==> config.mk <==
export PLATFORM = sky130hd
export DESIGN_NAME = rob_lite
export DESIGN_NICKNAME = d
export VERILOG_FILES = /design/src/rtl/rob_lite.sv
export SDC_FILE = /design/constraint.sdc
export NUM_CORES = 1
export LEC_CHECK = 0
export ABC_CLOCK_PERIOD_IN_PS = 3300
export BUFFER_PORTS_ARGS = -buffer_cell sky130_fd_sc_hd__buf_4
export CORE_MARGIN = 3
export CORE_UTILIZATION = 56
export DETAILED_ROUTE_END_ITERATION = 7
export PLACE_DENSITY = 0.75
export SKIP_LAST_GASP = 1
export SYNTH_ARGS = -nofsm -noshare
export SYNTH_HDL_FRONTEND = slang
export SYNTH_SLANG_ARGS = --single-unit
==> constraint.sdc <==
create_clock -name clk -period 3.3 [get_ports clk]
set_clock_uncertainty 0.15 [all_clocks]
set_input_delay 0.33 -clock clk [delete_from_list [all_inputs] [get_ports clk]]
set_output_delay 0.33 -clock clk [all_outputs]
set_load 0.02 [all_outputs]
==> src/rtl/rob_lite.sv <==
// rtl/rob_lite.sv - two-wide allocate, in-order commit reorder buffer
// Optional ROB_DUAL_COMMIT_EN retires the two oldest completed entries per cycle.
module rob_lite #(
    parameter int ROB_DEPTH    = 16,
    parameter int L_ADDR_WIDTH = 5,
    parameter int P_ADDR_WIDTH = 7
) (
    input  logic                         clk,
    input  logic                         rst,
    input  logic                         valid_request_1,
    input  logic                         valid_request_2,
    input  logic [L_ADDR_WIDTH-1:0]      lreg_1,
    input  logic [L_ADDR_WIDTH-1:0]      lreg_2,
    input  logic [P_ADDR_WIDTH-1:0]      preg_1,
    input  logic [P_ADDR_WIDTH-1:0]      preg_2,
    input  logic [P_ADDR_WIDTH-1:0]      old_preg_1,
    input  logic [P_ADDR_WIDTH-1:0]      old_preg_2,
    output logic [$clog2(ROB_DEPTH)-1:0] rob_id_1,
    output logic [$clog2(ROB_DEPTH)-1:0] rob_id_2,
    output logic                         is_full,
    output logic                         two_empty,
    input  logic                         wb_valid,
    input  logic [$clog2(ROB_DEPTH)-1:0] wb_rob_id,
    output logic                         commit_valid_1,
    output logic                         commit_valid_2,
    output logic [L_ADDR_WIDTH-1:0]      commit_lreg_1,
    output logic [L_ADDR_WIDTH-1:0]      commit_lreg_2,
    output logic [P_ADDR_WIDTH-1:0]      commit_preg_1,
    output logic [P_ADDR_WIDTH-1:0]      commit_preg_2,
    output logic [P_ADDR_WIDTH-1:0]      commit_old_preg_1,
    output logic [P_ADDR_WIDTH-1:0]      commit_old_preg_2,
    input  logic                         commit_ready,
    input  logic                         flush_valid
);

    localparam int IDX_W = $clog2(ROB_DEPTH);
    localparam logic [IDX_W:0] FULL_CNT = (IDX_W+1)'(ROB_DEPTH);

    logic [IDX_W:0]          head_q;
    logic [IDX_W:0]          tail_q;
    logic [IDX_W:0]          count_q;
    logic [ROB_DEPTH-1:0]    valid_q;
    logic [ROB_DEPTH-1:0]    done_q;
    logic [L_ADDR_WIDTH-1:0] lreg_q     [ROB_DEPTH];
    logic [P_ADDR_WIDTH-1:0] preg_q     [ROB_DEPTH];
    logic [P_ADDR_WIDTH-1:0] old_preg_q [ROB_DEPTH];

    logic [IDX_W-1:0] head_idx;
    logic [IDX_W-1:0] tail_idx;
    logic [IDX_W-1:0] tail_idx_p1;
    logic             alloc_1;
    logic             alloc_2;
    logic             commit_1;
    logic             commit_2;
    logic [IDX_W:0]   alloc_cnt;
    logic [IDX_W:0]   commit_cnt;
    logic             unused_wrap;

    assign head_idx    = head_q[IDX_W-1:0];
    assign tail_idx    = tail_q[IDX_W-1:0];
    assign tail_idx_p1 = tail_idx + IDX_W'(1);
    // Wrap bits only keep pointer arithmetic honest; occupancy comes from count_q.
    assign unused_wrap = head_q[IDX_W] ^ tail_q[IDX_W];

    assign rob_id_1  = tail_idx;
    assign rob_id_2  = tail_idx_p1;
    assign is_full   = (count_q == FULL_CNT);
    assign two_empty = ((FULL_CNT - count_q) >= (IDX_W+1)'(2));

    // Slot 2 only rides along with slot 1, so allocation stays contiguous.
    assign alloc_1   = valid_request_1 && !is_full;
    assign alloc_2   = valid_request_1 && valid_request_2 && two_empty;
    assign alloc_cnt = (IDX_W+1)'(alloc_1) + (IDX_W+1)'(alloc_2);

    assign commit_1 = !flush_valid && commit_ready && valid_q[head_idx] && done_q[head_idx];

`ifdef ROB_DUAL_COMMIT_EN
    logic [IDX_W-1:0] head_idx_p1;
    assign head_idx_p1       = head_idx + IDX_W'(1);
    assign commit_2          = commit_1 && valid_q[head_idx_p1] && done_q[head_idx_p1];
    assign commit_lreg_2     = lreg_q[head_idx_p1];
    assign commit_preg_2     = preg_q[head_idx_p1];
    assign commit_old_preg_2 = old_preg_q[head_idx_p1];
`else
    assign commit_2          = 1'b0;
    assign commit_lreg_2     = '0;
    assign commit_preg_2     = '0;
    assign commit_old_preg_2 = '0;
`endif

    assign commit_cnt        = (IDX_W+1)'(commit_1) + (IDX_W+1)'(commit_2);
    assign commit_valid_1    = commit_1;
    assign commit_valid_2    = commit_2;
    assign commit_lreg_1     = lreg_q[head_idx];
    assign commit_preg_1     = preg_q[head_idx];
    assign commit_old_preg_1 = old_preg_q[head_idx];

    always_ff @(posedge clk or posedge rst) begin
        if (rst) begin
            head_q  <= '0;
            tail_q  <= '0;
            count_q <= '0;
            valid_q <= '0;
            done_q  <= '0;
        end else if (flush_valid) begin
            head_q  <= '0;
            tail_q  <= '0;
            count_q <= '0;
            valid_q <= '0;
            done_q  <= '0;
        end else begin
            // Later assignments win: allocation overrides writeback on the same index.
            for (int i = 0; i < ROB_DEPTH; i++) begin
                if (wb_valid && wb_rob_id == IDX_W'(i) && valid_q[i]) begin
                    done_q[i] <= 1'b1;
                end
                if ((commit_1 && head_idx == IDX_W'(i)) ||
                    (commit_2 && head_idx + IDX_W'(1) == IDX_W'(i))) begin
                    valid_q[i] <= 1'b0;
                    done_q[i]  <= 1'b0;
                end
                if ((alloc_1 && tail_idx == IDX_W'(i)) ||
                    (alloc_2 && tail_idx_p1 == IDX_W'(i))) begin
                    valid_q[i] <= 1'b1;
                    done_q[i]  <= 1'b0;
                end
            end
            head_q  <= head_q + commit_cnt;
            tail_q  <= tail_q + alloc_cnt;
            count_q <= count_q + alloc_cnt - commit_cnt;
        end
    end

    always_ff @(posedge clk) begin
        if (alloc_1 && !flush_valid) begin
            lreg_q[tail_idx]     <= lreg_1;
            preg_q[tail_idx]     <= preg_1;
            old_preg_q[tail_idx] <= old_preg_1;
        end
        if (alloc_2 && !flush_valid) begin
            lreg_q[tail_idx_p1]     <= lreg_2;
            preg_q[tail_idx_p1]     <= preg_2;
            old_preg_q[tail_idx_p1] <= old_preg_2;
        end
    end

endmodule

==> results_dict.tcl <==
set metrics [dict create \
    multi_input_area_sq_um 7900 \
    tightestPinTransition_ns 0.964 \
    ff_latch_area_sq_um 10300 \
    violations "negative setup slack" \
    path_cells "inv_2, ha_2, and2_4, ha_4, nor3_4, o211ai_4, and3_4, ha_4, inv_4, ha_4, inv_4, ha_4, inv_2, fa_2, inv_2, a21oi_2, nor2_2, or3_1, a21oi_1" \
    syn_avg_cell_area_sq_um 16.0 \
    fin_crit_sh_pct 107 \
    synth_edf_count 304 \
    fin_cells 1728 \
    critPathCapture "count_q[4]" \
    status "complete, but fails checks" \
    path_depth 19 \
    synth_async_sr_flop_share_pct 12.9 \
    cp-end-kind "flop" \
    clock-sinks 349 \
    final_cell_mix "edfxtp_1 (304), mux2_2 (262), buf_4 (130), mux4_2 (100), dfrtp_1 (42)" \
    grt_pass1_vias 11100 \
    grt_usage_pct 27.2 \
    hpwl_um 26500 \
    ys_warn_count 0 \
    vias 11100 \
    max_freq_mhz 284 \
    ioPinCount 99 \
    fin_crit_ns 3.52 \
    drt_iter0_markers 1091 \
    ys_ff_latch 349 \
    cts_max_level 2 \
    utilization_pct 65.5 \
    crit_slowest_cell "dfrtp_1" \
    setup_viol 2 \
    critPathKind "reg -> reg" \
    rr_endpoint "count_q[4]" \
    r2r_cells 19 \
    drt-pass1-iter-count 5 \
    cts_tree "built" \
    fin_nets 1327 \
    max-cap-violations 0 \
    rrSetupSlack_ns -0.22 \
    route.detailed.drc 0 \
    hold_path.class "in -> reg" \
    root_buffer "clkbuf_16" \
    cp-start-kind "flop" \
    port_buffers 78 \
    synth.cell_area_sq_um 18600 \
    wl_per_cell_um 28.4 \
    fin_ws_ns -0.220 \
    layout_commonest_cell "edfxtp_1" \
    required_ns 3.58 \
    p_leak_uw 0.00731 \
    clkTransAtPathRegs_ns 0.06 \
    hold_viol_final 0 \
    start_util_pct 57.0 \
    drt_wl_total_um 49000 \
    routabilityCongestion 0.851 \
    rows 66 \
    slew_headroom_pct 35.6 \
    n_fill_cell 2358 \
    die_w_um 188 \
    cts_buffers 38 \
    setup.worst_path.start "count_q[2]" \
    viasPerCell 6.44 \
    areaGrowthSynthToFinish_pct 14.8 \
    grt_pass1_wl_um 71800 \
    rsz0062_at_grt "true" \
    cp_max_fo 2 \
    dp.cells 1645 \
    grt-ovfl-total 0 \
    holdWs_ns 0.0894 \
    cts_buffer_depth 3 \
    final_max_slew_viol_count 0 \
    ys_seq_area_share_pct 55.0 \
    clock_latency_ns 0.51 \
    die_y_um 188 \
    antenna_left 0 \
    dp_slack_ns -0.177 \
    path_buf_inv 5 \
    netlist_instances 1165 \
    synthFlopType "edfxtp_1" \
    dieArea_sq_um 35500 \
    rr_startpoint "count_q[2]" \
    antenna_found_initial 1 \
    layout-drive-gt1-share_pct 51.6 \
    arrival_ns 3.80 \
    slowest_delay_ns 0.36 \
    core_sq_um 32700 \
    irDropWorstVdd_mv 0.436 \
    synth_cell_types 55 \
    power_density_nw_per_um2 535 \
    critPathMostFrequentCell "ha_4" \
    cp_top_family "adder cells" \
    grt_max_degree 82 \
]
## cell type report
cell class              count  share of cell area [%]
flip-flops and latches    349                    47.9
multi-input cells         693                    36.9
repair buffers            156                    6.98
clock buffers              50                    4.75
well taps                 442                    2.58
clock inverters            19                   0.537
inverters                  18                   0.339
diodes                      1                  0.0117
## Yosys cell counts, types with 3 or more instances
cell type,count,area share [%]
dfrtp_1,45,6.0
a21oi_1,28,0.75
buf_2,17,0.46
inv_1,18,0.36
ha_1,20,1.3
clkbuf_1,66,1.3
edfxtp_1,304,49
nor2b_1,8,0.27
o21ai_0,9,0.24
o32a_1,4,0.21
buf_1,9,0.18
nand4_4,4,0.46
xor2_1,6,0.28
or3_1,10,0.34
buf_6,8,0.48
buf_4,24,0.97
and2_1,3,0.10
mux2_4,40,3.2
nand3b_1,5,0.20
mux4_2,100,12
nor2_2,8,0.27
mux2i_1,3,0.16
nor4b_1,12,0.56
and3_1,5,0.17
o22a_1,12,0.56
nand4b_1,4,0.19
nand2_1,16,0.32
xnor2_1,4,0.19
nand2b_1,12,0.40
nor2_1,45,0.91
nor3_1,5,0.13
a31oi_1,16,0.54
mux2_2,262,16
nand3_1,6,0.16
## registers in the layout, summed over array words and instances (netlist names)
signal,count
head_q,4
old_preg_q,112
count_q,5
valid_q,16
lreg_q,80
preg_q,112
done_q,16
tail_q,4
## cells by family after synthesis
| family | after synthesis | share of synthesized area (%) |
|---|---|---|
| mux | 407 | 31.4 |
| flops | 349 | 55.0 |
| simple gates | 151 | 4.80 |
| buf+inv | 142 | 3.78 |
| compound gates | 83 | 2.99 |
| fa+ha+maj | 22 | 1.56 |
| xor+xnor | 10 | 0.470 |
| other cells | 1 | 0.0201 |
## worst register-to-register path: stages, from the launching register on
cell and delay (ns):
dfrtp_1 0.36, inv_2 0.05, ha_2 0.18, and2_4 0.16, ha_4 0.24, nor3_4 0.20
o211ai_4 0.11, and3_4 0.20, ha_4 0.28, inv_4 0.04, ha_4 0.26, inv_4 0.03
ha_4 0.14, inv_2 0.06, fa_2 0.23, inv_2 0.05, a21oi_2 0.15, nor2_2 0.07
or3_1 0.36, a21oi_1 0.14
## per-stage QoR
step	power (uW)	TNS (ns)	area, sq um
global route	11900	-0.514	21400
floorplan	6540	-0.213	18700
finish	11500	-0.327	21400
CTS	11300	-0.146	21200
detailed placement	7310	-0.216	20000
global placement	7240	-0.0903	20000
## layer usage
layer | global-route usage [%] | vias up | part of all wire (%) | wire (um)
li1 | - | 4742 | - | -
met1 | 37.5 | 5793 | 39 | 19400
met2 | 46.0 | 510 | 50 | 24400
met3 | 4.35 | 76 | 8.5 | 4150
met4 | 6.76 | 0 | 2.2 | 1100
met5 | 0 | - | 0 | 0
## worst min path at each step
| stage | start | to | slack, ns | cells after the start |
|---|---|---|---|---|
| after floorplan | valid_q[4] | valid_q[4] | 0.38 | 2 |
| after global routing | preg_2[5] | preg_q[10][5] | 0.08 | 2 |
| after global placement | valid_q[6] | valid_q[6] | 0.40 | 2 |
| after detailed placement | valid_q[5] | valid_q[5] | 0.41 | 2 |
| final | preg_1[5] | preg_q[15][5] | 0.09 | 2 |
| after CTS | preg_2[2] | preg_q[10][2] | 0.06 | 2 |
## power by group
group / total, uW / internal (uW) / switching, uW / leakage, uW
Clock: 3950 / 2250 / 1710 / 0.000554
Sequential: 5170 / 5070 / 103 / 0.00336
Combinational: 2320 / 1090 / 1240 / 0.00340
Total: 11500 / 8410 / 3040 / 0.00731
## timing repair
| action | CTS | global route |
|---|---|---|
| endpoints found under the hold margin | 45 | 0 |
| gates cloned | 1 | 2 |
| gates resized for setup | 4 | 21 |
| setup buffers | 5 | 4 |
| pin swaps | 0 | 12 |
| setup endpoints to repair | 19 | 11 |
| hold buffers | 1 | 0 |
No activity file was read; power rests on OpenSTA's default activity.
